File: config.mk
export PLATFORM = sky130hd
export DESIGN_NAME = clk_divider_prog
export DESIGN_NICKNAME = d
export VERILOG_FILES = /design/src/rtl/clk_divider_prog.sv
export SDC_FILE = /design/constraint.sdc
export NUM_CORES = 1
export LEC_CHECK = 0
export CAP_MARGIN = 15
export CORE_MARGIN = 8
export CORE_UTILIZATION = 38
export CTS_CLUSTER_DIAMETER = 150
export CTS_CLUSTER_SIZE = 8
export DETAILED_ROUTE_END_ITERATION = 16
export DONT_BUFFER_PORTS = 1
export PLACE_DENSITY = 0.48
export SLEW_MARGIN = 10
export SYNTH_ARGS = -nofsm -noshare
export SYNTH_HDL_FRONTEND = slang
export SYNTH_SLANG_ARGS = --single-unit
export TNS_END_PERCENT = 1
File: constraint.sdc
create_clock -name freq_src_clk -period 6.6 [get_ports freq_src_clk]
set_input_delay 0.66 -clock freq_src_clk [delete_from_list [all_inputs] [get_ports freq_src_clk]]
set_output_delay 0.66 -clock freq_src_clk [all_outputs]
set_load 0.01 [all_outputs]
File: src/rtl/clk_divider_prog.sv
// -----------------------------------------------------------------------------
// clk_divider_prog
//   Runtime-programmable integer clock divider with 50% duty cycle for both
//   even and odd ratios. Ratio changes and enable start/stop are aligned to
//   output-period boundaries so the divided clock never shows runt pulses.
//
// Ports:
//   freq_src_clk  in   source clock (posedge logic, one negedge helper flop)
//   reset         in   asynchronous active-low reset
//   en            in   divider enable (level)
//   div_ratio     in   requested divide ratio N (CNT_W bits)
//   load          in   strobe: capture div_ratio into the shadow register
//   freq_new_clk  out  divided clock
//   period_tick   out  one-cycle pulse at the start of each output period
//   load_done     out  one-cycle pulse when the shadow ratio becomes active
//   pending       out  a loaded ratio is waiting for a period boundary
//   cfg_err       out  sticky: last loaded ratio was 0 or 1
// -----------------------------------------------------------------------------
module clk_divider_prog #(
  parameter int CNT_W     = 8,
  parameter int DEF_RATIO = 9
) (
  input  logic             freq_src_clk,
  input  logic             reset,
  input  logic             en,
  input  logic [CNT_W-1:0] div_ratio,
  input  logic             load,
  output logic             freq_new_clk,
  output logic             period_tick,
  output logic             load_done,
  output logic             pending,
  output logic             cfg_err
);

  localparam logic [CNT_W-1:0] DEF_R = CNT_W'(DEF_RATIO);

  logic [CNT_W-1:0] cnt_q, cnt_d;
  logic [CNT_W-1:0] ratio_q, ratio_d;
  logic [CNT_W-1:0] shadow_q, shadow_d;
  logic             running_q, running_d;
  logic             hi_p_q, hi_p_d;
  logic             hi_n_q;
  logic             pending_q, pending_d;
  logic             cfg_err_q, cfg_err_d;
  logic             load_done_q, load_done_d;
  logic             tick_q, tick_d;

  logic             boundary_s;
  logic [CNT_W:0]   half_s;

  // Next-state logic: counter, boundary-aligned ratio swap, enable, load capture
  always_comb begin
    cnt_d       = cnt_q;
    ratio_d     = ratio_q;
    shadow_d    = shadow_q;
    running_d   = running_q;
    pending_d   = pending_q;
    cfg_err_d   = cfg_err_q;
    load_done_d = 1'b0;
    tick_d      = 1'b0;
    half_s      = '0;
    hi_p_d      = 1'b0;

    // While idle every posedge acts as a boundary, so a pending ratio or a
    // rising enable takes effect on the very next edge.
    boundary_s = (!running_q) || (cnt_q == (ratio_q - CNT_W'(1)));

    if (boundary_s) begin
      if (pending_q) begin
        ratio_d     = shadow_q;
        pending_d   = 1'b0;
        load_done_d = 1'b1;
      end else begin
        ratio_d     = ratio_q;
      end
      cnt_d = '0;
      if (en) begin
        running_d = 1'b1;
        tick_d    = 1'b1;
      end else begin
        running_d = 1'b0;
        tick_d    = 1'b0;
      end
    end else begin
      cnt_d = cnt_q + CNT_W'(1);
    end

    // High phase covers counts below ceil(N/2); uses the ratio that is
    // active for the count being produced, so a swap at the boundary
    // shapes the new period from its first edge.
    half_s = ({1'b0, ratio_d} + (CNT_W+1)'(1)) >> 1;
    if (running_d) begin
      hi_p_d = ({1'b0, cnt_d} < half_s);
    end else begin
      hi_p_d = 1'b0;
    end

    // A load in the boundary cycle lands after the swap above, so it waits
    // for the following boundary.
    if (load) begin
      if (div_ratio >= CNT_W'(2)) begin
        shadow_d  = div_ratio;
        pending_d = 1'b1;
        cfg_err_d = 1'b0;
      end else begin
        cfg_err_d = 1'b1;
      end
    end else begin
      cfg_err_d = cfg_err_q;
    end
  end

  // Posedge state registers
  always_ff @(posedge freq_src_clk or negedge reset) begin
    if (!reset) begin
      cnt_q       <= '0;
      ratio_q     <= DEF_R;
      shadow_q    <= DEF_R;
      running_q   <= 1'b0;
      hi_p_q      <= 1'b0;
      pending_q   <= 1'b0;
      cfg_err_q   <= 1'b0;
      load_done_q <= 1'b0;
      tick_q      <= 1'b0;
    end else begin
      cnt_q       <= cnt_d;
      ratio_q     <= ratio_d;
      shadow_q    <= shadow_d;
      running_q   <= running_d;
      hi_p_q      <= hi_p_d;
      pending_q   <= pending_d;
      cfg_err_q   <= cfg_err_d;
      load_done_q <= load_done_d;
      tick_q      <= tick_d;
    end
  end

  // Negedge helper: delays the high phase by half a source cycle for odd N
  always_ff @(negedge freq_src_clk or negedge reset) begin
    if (!reset) begin
      hi_n_q <= 1'b0;
    end else begin
      hi_n_q <= hi_p_q;
    end
  end

  // Both flops are low in the last cycle of every period, so switching the
  // odd/even selection at a boundary cannot glitch the output.
  assign freq_new_clk = ratio_q[0] ? (hi_p_q & hi_n_q) : hi_p_q;
  assign period_tick  = tick_q;
  assign load_done    = load_done_q;
  assign pending      = pending_q;
  assign cfg_err      = cfg_err_q;

endmodule

==> impl_metrics.tcl <==
set metrics [dict create \
    syn_to_final_growth_pct 6.258 \
    clk_latency_ns 0.29 \
    powerDensity_nw_per_um2 514.1 \
    ys_types 50 \
    die_area_um2 7903 \
    ys_top_cells_by_area "dfrtp_1 32%, xnor2_1 6.5%, ha_1 6.2%, dfstp_2 5.2%, xor2_1 4.8%" \
    max-cap-violations 0 \
    grt_pass1_wl_mm 7.196 \
    period_minus_slack_ns 4.873 \
    layout.nets 218 \
    p_sw_w 0.0004783 \
    vias_per_cell 5.305 \
    ys_ff_latch 31 \
    grt_max_degree 32 \
    synth_area_per_cell_um2 10.20 \
    wl_per_cell_um 16.66 \
    clock_sinks 31 \
    synth_top_area_share_pct 32.22 \
    postCtsHoldBufs 0 \
    setup_viol 0 \
    start_kind "register" \
    end_kind "register" \
    gr-total-overflow 0 \
    synth_cells 198 \
    firstDrtPassIters 4 \
    ant_nets 0 \
    worstMarginPinSlew_ns 0.6160 \
    portBuffers 0 \
    dpl.hpwl_mm 3.346 \
    pwr-share-seq_pct 34.3 \
    track_usage_pct 12.22 \
    fmax_mhz 205.2 \
    diodes 0 \
    syn_nets 220 \
    antenna_found_initial 0 \
    relSlewSlack_pct 58.79 \
    required_ns 6.81 \
    place_congestion 0.8846 \
    syn_area_um2 2019 \
    cts_setup_buffers 0 \
    ir_drop_mv 0.2253 \
    initial_core_util_pct 39.54 \
    clkTransAtPathRegs_ns 0.06 \
    vias 1411 \
    dr.first_iter.drc_count 119 \
    leakage_nw 0.9292 \
    outcome "finished clean" \
    arrival_ns 5.08 \
    cp_max_fo 12 \
    skew_ns 0.004659 \
    drive_gt1_share_pct 14.29 \
    synth_edf_count 0 \
    drcViolationCount 0 \
    seq_area_frac_synth_pct 38.66 \
    ys_warn_count 0 \
    hold_path_class "input pin to asynchronous set/reset pin" \
    num_rows 26 \
    synth_common_cells "26 x dfrtp_1, 19 x nand2_1, 17 x nand3_1" \
    comb_power_share_pct 51.9 \
    boundaryPins 17 \
    ctsResizeCount 0 \
    path_class "register to register" \
    cts_buffers 5 \
    synth-main-ff-cell "dfrtp_1" \
    finalHoldViolCount 0 \
    final_util_pct 42.01 \
    tritoncts "done" \
    slew_violations 0 \
    grt_pass1_vias 1357 \
    async_reset_ff_share_pct 100.0 \
    cts.path.max_buffers 2 \
    rsz0062_at_grt "false" \
    die_h_um 88.90 \
    yosysMostFrequentCell "dfrtp_1" \
    synth_top_area_cell "dfrtp_1" \
    internal_power_w 0.0006248 \
    die_w_um 88.90 \
    clockPowerShare_pct 13.8 \
    core_area_um2 5107 \
    wl_mm 4.431 \
    h-tree-depth 2 \
    clock-root-buffer "clkbuf_8" \
    finalSetupTns_ns 0 \
    switching_share_pct 43.36 \
    final.period_utilization_pct 73.83 \
]
-- metrics by stage --
step	hold WS (ns)	instances	setup WS [ns]	power (W)	instance area (um2)
2_1_floorplan	0.3644	198	1.957	0.0008310	2019
3_3_place_gp	0.3653	259	1.857	0.0009460	2058
3_5_place_dp	0.3654	259	1.747	0.0009509	2058
4_1_cts	0.05217	266	1.747	0.001111	2146
5_1_grt	0.05307	266	1.507	0.001193	2146
6_report	0.06114	266	1.727	0.001103	2146
-- layout make-up --
type | instances | area, um2
clock inverters | 1 | 5.005
multi-input cells | 151 | 1164
clock buffers | 6 | 82.58
well taps | 70 | 87.58
flip-flops and latches | 31 | 780.7
fillers | 502 | 2962
inverters | 7 | 26.28
-- routing by layer --
| metal | vias up | share of wire, % | GRT usage (%) |
|---|---|---|---|
| li1 | 689 | - | - |
| met1 | 689 | 48 | 16.50 |
| met2 | 27 | 45 | 17.18 |
| met3 | 6 | 4.9 | 3.860 |
| met4 | 0 | 1.7 | 5.530 |
| met5 | - | 0 | 0 |
-- placed cells by master (no fill, tap or decap), types with 2 or more instances in the layout --
| cell type | instances |
|---|---|
| o21a_1 | 2 |
| and3_1 | 7 |
| o21ai_1 | 3 |
| o21ai_0 | 2 |
| xnor2_1 | 15 |
| clkbuf_8 | 6 |
| nor2_1 | 9 |
| a22o_1 | 2 |
| nand3_1 | 17 |
| nand4_1 | 2 |
| and2_1 | 2 |
| ha_1 | 10 |
| mux2_4 | 6 |
| dfstp_2 | 4 |
| nand2_1 | 19 |
| mux2_1 | 3 |
| mux2i_1 | 5 |
| a21oi_1 | 4 |
| dfrtp_1 | 26 |
| inv_1 | 6 |
| nand2b_1 | 8 |
| nor3_1 | 2 |
| xor2_1 | 11 |
-- power groups by stage --
stage	combinational (W)	sequential, W	clock (W)
2_1_floorplan	0.000517	0.000314	0
3_3_place_gp	0.000562	0.000383	0
3_5_place_dp	0.000569	0.000382	0
4_1_cts	0.000575	0.000379	0.000158
5_1_grt	0.000640	0.000390	0.000163
6_report	0.000573	0.000378	0.000152
-- cell families after synthesis --
group,synth area share [%]
adders and majority gates,6.196
xor gates and xnor gates,12.08
and+or+nand+nor,19.46
buffers and inverters,3.717
muxes,8.612
AOI/OAI and AO/OA,11.28
DFF,38.66
-- registers in the layout (all words and copies together), names as in the netlist --
signal,cells
cnt_q,8
ratio_q,8
shadow_q,8
cfg_err,1
hi_n_q,1
hi_p_q,1
load_done,1
pending,1
period_tick,1
running_q,1
-- worst paths after layout --
path | startpoint | end | slack (ns) | cells after the start
worst max-delay path | ratio_q[0] | hi_p_q | 1.73 | 17
worst min-delay path | reset | period_tick | 0.06 | 0
worst max register to register | ratio_q[0] | hi_p_q | 1.73 | 17
worst min register to register | shadow_q[3] | shadow_q[3] | 0.51 | 2
max in group asynchronous | reset | hi_n_q | 3.25 | 0
min in group freq_src_clk | div_ratio[3] | shadow_q[3] | 0.46 | 2
-- worst max-delay path: stages (launching register included) --
cell,delay [ns]
dfstp_2,0.63
inv_1,0.09
ha_1,0.28
o21bai_1,0.18
a2111oi_1,0.45
a311oi_2,0.10
a31oi_2,0.29
nand2_2,0.13
inv_2,0.27
mux2_4,0.34
ha_1,0.30
nand2b_1,0.18
a221oi_1,0.24
nor2_1,0.07
ha_1,0.19
or4b_2,0.63
a31o_1,0.21
a211oi_2,0.20
(Power assumes the default switching activity.)
